==> config.mk <==
export PLATFORM = sky130hd
export DESIGN_NAME = four_bit_serial_subtractor
export DESIGN_NICKNAME = d
export VERILOG_FILES = /design/src/rtl/four_bit_serial_subtractor_pkg.sv /design/src/rtl/four_bit_serial_subtractor_cell.sv /design/src/rtl/four_bit_serial_subtractor.sv
export SDC_FILE = /design/constraint.sdc
export NUM_CORES = 1
export LEC_CHECK = 0
export ABC_AREA = 1
export CORE_UTILIZATION = 50
export DETAILED_ROUTE_END_ITERATION = 12
export PLACE_DENSITY = 0.77
export SETUP_SLACK_MARGIN = 0.02
export SLEW_MARGIN = 40
export SYNTH_ARGS = -nofsm -noshare
export SYNTH_HDL_FRONTEND = slang
export SYNTH_SLANG_ARGS = --single-unit
export TNS_END_PERCENT = 1
==> constraint.sdc <==
create_clock -name clk -period 3.1 [get_ports clk]
set_clock_uncertainty 0.2 [all_clocks]
set_input_delay 0.93 -clock clk [delete_from_list [all_inputs] [get_ports clk]]
set_output_delay 0.93 -clock clk [all_outputs]
set_load 0.02 [all_outputs]
==> src/rtl/four_bit_serial_subtractor_pkg.sv <==
// Shared types and default sizing for the bit-serial subtractor.
package four_bit_serial_subtractor_pkg;

  typedef enum logic [1:0] {
    IDLE  = 2'd0,
    SHIFT = 2'd1,
    DONE  = 2'd2
  } state_t;

  localparam int DEF_WIDTH = 4;
  localparam int DEF_CNT_W = 3;

endpackage

==> src/rtl/four_bit_serial_subtractor_cell.sv <==
// One-bit full subtractor: diff = a - b - bin, bout is the borrow out.
module full_subtractor_dataflow_module (
  input  logic a,
  input  logic b,
  input  logic bin,
  output logic diff,
  output logic bout
);

  assign diff = a ^ b ^ bin;
  assign bout = (~a & b) | (~(a ^ b) & bin);

endmodule

==> src/rtl/four_bit_serial_subtractor.sv <==
// Bit-serial subtractor: diff = a - b - bin, one bit per clock, LSB first.
// Operands are captured on start; results are held from done until the next completion.
module four_bit_serial_subtractor
  import four_bit_serial_subtractor_pkg::*;
#(
  parameter int WIDTH = DEF_WIDTH,
  parameter int CNT_W = DEF_CNT_W
) (
  input  logic             clk,
  input  logic             reset_n,
  input  logic             start,
  input  logic [WIDTH-1:0] a,
  input  logic [WIDTH-1:0] b,
  input  logic             bin,
  output logic [WIDTH-1:0] diff,
  output logic             bout,
  output logic             ovf,
  output logic             busy,
  output logic             done
);

  state_t           state_reg, state_next;
  logic [WIDTH-1:0] a_sh_reg, b_sh_reg, res_reg, diff_reg;
  logic [WIDTH-1:0] a_shr, b_shr, res_shr;
  logic [CNT_W-1:0] cnt_reg;
  logic             brw_reg, bout_reg, ovf_reg, a_msb_reg, b_msb_reg;
  logic             bit_diff, bit_bout;
  logic             accept, last_bit;

  assign accept   = start && (state_reg == IDLE || state_reg == DONE);
  assign last_bit = (state_reg == SHIFT) && (cnt_reg == CNT_W'(WIDTH - 1));

  full_subtractor_dataflow_module u_cell (
    .a    (a_sh_reg[0]),
    .b    (b_sh_reg[0]),
    .bin  (brw_reg),
    .diff (bit_diff),
    .bout (bit_bout)
  );

  // Operands shift right toward the cell; result bits enter from the MSB side.
  genvar gi;
  generate
    for (gi = 0; gi < WIDTH - 1; gi++) begin : g_shift
      assign a_shr[gi]   = a_sh_reg[gi+1];
      assign b_shr[gi]   = b_sh_reg[gi+1];
      assign res_shr[gi] = res_reg[gi+1];
    end
  endgenerate

  assign a_shr[WIDTH-1]   = 1'b0;
  assign b_shr[WIDTH-1]   = 1'b0;
  assign res_shr[WIDTH-1] = bit_diff;

  always_ff @(posedge clk) begin
    if (!reset_n) state_reg <= IDLE;
    else          state_reg <= state_next;
  end

  always_comb begin
    state_next = state_reg;
    case (state_reg)
      IDLE:    if (start) state_next = SHIFT;
      SHIFT:   if (last_bit) state_next = DONE;
      DONE:    state_next = start ? SHIFT : IDLE;
      default: state_next = IDLE;
    endcase
  end

  always_comb begin
    busy = 1'b0;
    done = 1'b0;
    case (state_reg)
      SHIFT:   busy = 1'b1;
      DONE:    done = 1'b1;
      default: ;
    endcase
  end

  always_ff @(posedge clk) begin
    if (!reset_n) begin
      a_sh_reg  <= '0;
      b_sh_reg  <= '0;
      res_reg   <= '0;
      brw_reg   <= 1'b0;
      cnt_reg   <= '0;
      a_msb_reg <= 1'b0;
      b_msb_reg <= 1'b0;
      diff_reg  <= '0;
      bout_reg  <= 1'b0;
      ovf_reg   <= 1'b0;
    end else if (accept) begin
      a_sh_reg  <= a;
      b_sh_reg  <= b;
      brw_reg   <= bin;
      cnt_reg   <= '0;
      a_msb_reg <= a[WIDTH-1];
      b_msb_reg <= b[WIDTH-1];
    end else if (state_reg == SHIFT) begin
      a_sh_reg <= a_shr;
      b_sh_reg <= b_shr;
      res_reg  <= res_shr;
      brw_reg  <= bit_bout;
      cnt_reg  <= cnt_reg + CNT_W'(1);
      // Published outputs move only here, so they never show partial results.
      if (last_bit) begin
        diff_reg <= res_shr;
        bout_reg <= bit_bout;
        ovf_reg  <= (a_msb_reg != b_msb_reg) && (bit_diff != a_msb_reg);
      end
    end
  end

  assign diff = diff_reg;
  assign bout = bout_reg;
  assign ovf  = ovf_reg;

endmodule

* Yosys cells after proc, flatten, opt, wreduce, memory -nomap -nowiden *
Index checks and enable logic that the tools add are counted.
W data, S select, Z words.

word-level totals
  word-level logic and storage cells = 50
  bits in registers = 26
  bits in latches = 0
  ROM bits = 0
  memories = 0
  RAM bits = 0

operators by class
  muxes and demuxes = 12
  reductions and logical operators = 10
  shifts and indexed selects = 0
  $add $sub $neg = 1
  bitwise operators = 9
  eq/ne operators = 7
  $mul = 0
  magnitude comparators = 0
  div/mod/pow operators = 0

operators by type and width
  operator               number
  $mux W4                4
  $pmux W2 S3            1
  $mux W1                5
  $mux W2                2
  $ne A2 B2 Y1 const B   2
  $not A1 Y1             4
  $reduce_and A2 Y1      2
  $add A3 B1 Y3 const B  1
  $eq A3 B2 Y1 const B   1
  $logic_and A1 B1 Y1    3
  $reduce_and A3 Y1      1
  $and A1 B1 Y1          2
  $eq A2 B1 Y1 const B   1
  $eq A2 B2 Y1 const B   1
  $logic_not A2 Y1       1
  $ne A1 B1 Y1           2
  $reduce_bool A2 Y1     1
  $reduce_or A2 Y1       1
  $xor A1 B1 Y1          2
  $logic_or A1 B1 Y1     1
  $or A1 B1 Y1           1

* Longest topological paths before layout *
  word-level depth = 6
  mapped depth = 7
  gate-level depth less buffers = 7

* By module *
A second synthesis with hierarchy kept.

second synthesis, totals
  cells, all modules = 150
  area total of the unflattened synthesis = 1173.6 µm²

by module, submodules not included
  module                           cells each  sequential area each (µm²)  area an instance (µm²)  instances
  four_bit_serial_subtractor       146         500.5                       1142.3                  1
  full_subtractor_dataflow_module  4           0.0                         31.3                    1

* Least setup slack after synthesis *
No wires, ideal clock.

  path kind = register to output
  from = register state_reg[0]
  to = output port busy
  stages on the path, launching flop included = 4
  data arrival time = 735 ps
  setup slack = 1235 ps
  buffers on the path = 1
  required time = 1970 ps
  cell sequence = dfxtp_1 nand2_2 inv_1 buf_6

on the way
  cells in the longest elaborated chain, start to end = 2

RTL lines
  element                 line                              source
  from (decl)             four_bit_serial_subtractor.sv:22  state_t state_reg, state_next;
  from (signal assigned)  four_bit_serial_subtractor.sv:57  else state_reg <= state_next;
  $eq A2 B1 Y1            four_bit_serial_subtractor.sv:73  case (state_reg)
  $mux W1                 four_bit_serial_subtractor.sv:73
  to (decl)               four_bit_serial_subtractor.sv:18  output logic busy,

Every way passes these cells.

* Worst setup path after layout *
Ends and elaborated chain as after synthesis.

==> results.md <==
* Actual slew at the worst max-slew pin at 0.518 ns
* Leakage at 0.000589 uW
* Starting DRT DRC Count at 28
* DRC Markers at 0
* Met3 usage at 0.0283
* Hold Vio Cnt, Final at 0
* Min Tclk post-route at 2.86 ns
* Slew Viols, Final at 0
* Row cnt at 16
* Share of the synthesized area in the top cell type at 0.460
* Finished Layout Cells at a little under 200
* First-pass GRT wire length at 3810 um
* Reg-to-reg endpoint: ovf
* Crit Path Max Fanout at 14
* Largest cells by area after synthesis: dfxtp_1 46%, nor2_1 9.0%, inv_1 8.6%, nand2_1 6.6%, o21ai_0 6.4%
* Cells after synthesis at 146
* CTS tree: built
* Pwr Density at 453 mW/mm2
* Crit Path Class: reg -> out
* Register-to-Register Setup Slack at roughly 1.4 ns
* Crit share post-route at 0.924
* Crit path DAT at 1.73 ns
* Warning count from the yosys run at 0
* Reg clk slew, reported paths at between 0.1 and 0.15 ns
* GPL Wtd Cong at a little under 0.8
* Vias in the first global route at 919
* GRT Max-Usage Layer: met2
* Capture point of the worst path: busy
* Initial antenna violation count at 0
* CP Launch Point: state_reg[0]
* Dpl cells at 189
* Max Cap Violations at 0
* CP Capture Type: output port
* TritonRoute pass-1 iters at 4
* Avg Cell Area, Syn at between 7 and 8 um2
* Post-CTS Setup Bufs at 0
* # resized after CTS at 0
* Core area at between 0.002 and 0.0025 mm2
* I/O Pins at 20
* I/O Buffers at 19
* Maximum resistive drop on vdd at approximately 340 uV
* Setup-failing EPs final at 0
* H-tree level count at 1
* Post-synthesis sequential area ratio at 0.460
* Synth unique cells at 18
* Clk buf depth at 2
* Final ANT Viol Nets at 0
* Die X at 48.6 um
* Post-synth top area cell: dfxtp_1
* Routed vias at 959
* Clk_lat worst skew at 0.32 ns
* Diodes inserted at 0
* Vias per cell at 4.97
* Global Route Usage Sum at 0.202
* Chip Height at 48.6 um
* Root buf cell: clkbuf_4
* Worst setup SP type: flop
* Met2 GRT Util at 0.352
* GRT overflow at 0
* Critical Path RT at approximately 2.0 ns
* Headroom to the max-slew limit at 0.654
* WL final at approximately 2200 um
* Final Power at 592 uW
* Worst r2r src: state_reg[0]
* Fin nets at between 150 and 200
* CTS Buf Count at 3
* Clock Sinks at 25
* Number of synthesized register bits at 25
* Met1 global-route usage at 0.258
* Min-Delay Path Class: reg -> reg
* DIE AREA at around 0.0024 mm2
* Setup TNS at 0 ns
* Hpwl dp at between 1500 and 2000 um
* Layout cells sized above 1 at 0.0542
* Max Clock Freq at 349 MHz
* RSZ-0062 raised after global routing: no
* Synth Cell Area at 0.00109 mm2
* Status: complete, no violations
* Hold_buf cts at 0
* Layout area overhead at 20.0%
* WL/cell at 11.3 um
* Largest net degree at the start of global routing at 18
* Worst Reg2Reg Path Length in Cells at 7
* Syn_nets at approximately 160
* Starting Density at 0.543
critical path, cell delays in order, from the launching register on:
cell	delay (ns)
dfxtp_1	0.45
nand2_2	0.22
inv_1	0.13
clkdlybuf4s50_1	0.61
cells by family after synthesis:
logic type,count (synthesis),share of synthesized area
fa+ha+maj,3,0.0414
simple gates,62,0.239
buf+inv,29,0.127
compound gates,26,0.124
xor+xnor,1,0.00806
flops,25,0.460
worst min-delay path by stage:
stage	from	slack [ns]	cells after the start	end
after floorplan	a_sh_reg[3]	0.24	2	a_sh_reg[3]
after global placement	cnt_reg[1]	0.26	2	cnt_reg[1]
after detailed placement	a_sh_reg[2]	0.28	2	a_sh_reg[1]
after CTS	a_sh_reg[2]	0.30	2	a_sh_reg[2]
after global routing	a_sh_reg[2]	0.32	2	a_sh_reg[2]
final	a_sh_reg[2]	0.30	2	a_sh_reg[2]
area by class of cell:
cell class / instances / area, um2
multi-input cells: 92 / 449
fillers: 182 / 697
inverters: 25 / 93.8
flip-flops and latches: 25 / 500
repair buffers: 20 / 198
clock buffers: 3 / 22.5
well taps: 27 / 33.8
clock inverters: 1 / 7.51
cell usage after synthesis:
cell type and count:
buf_2 1, o21ai_2 1, dfxtp_1 25, nand3_1 13
a21oi_1 10, inv_1 25, or2_2 1, nand3b_1 1
nand2_1 19, o21ai_0 14, ha_1 2, nor2_1 26
xor2_1 1, o22ai_1 1, nand2_2 2, buf_6 1
clkbuf_8 2, fa_1 1
through the flow:
step | hold slack (ns) | worst slack [ns] | util | instance area [um2]
floorplan | 0.244 | 1.24 | - | 1090
detailed placement | 0.276 | 0.591 | 0.637 | 1270
CTS | 0.299 | 0.222 | 0.652 | 1310
global route | 0.317 | 0.134 | 0.652 | 1310
global placement | 0.262 | 0.644 | 0.637 | 1270
finish | 0.295 | 0.236 | 0.652 | 1310
layout by cell type (no fill, tap or decap):
cell / instances
o22ai_1: 1
nand3b_1: 1
nand2_2: 2
fa_1: 1
or2_2: 1
clkbuf_4: 3
inv_1: 25
nor2_1: 26
nand2_1: 19
clkdlybuf4s50_1: 19
a21oi_1: 10
dfxtp_1: 25
ha_1: 2
clkinvlp_4: 1
xor2_1: 1
o21ai_0: 14
nand3_1: 13
buf_4: 1
o21ai_2: 1
power by group:
part           internal (uW)  total, uW  switching (uW)  leakage [uW]
Clock                   49.4        146            96.1     0.0000139
Combinational           40.5       95.3            54.8      0.000370
Sequential               340        351            11.0      0.000204
routing by layer:
layer	up-vias	part of all wire
li1	497	-
met1	435	0.47
met2	25	0.47
met3	2	0.045
met4	0	0.012
met5	-	0
No activity file was read; power rests on OpenSTA's default activity.
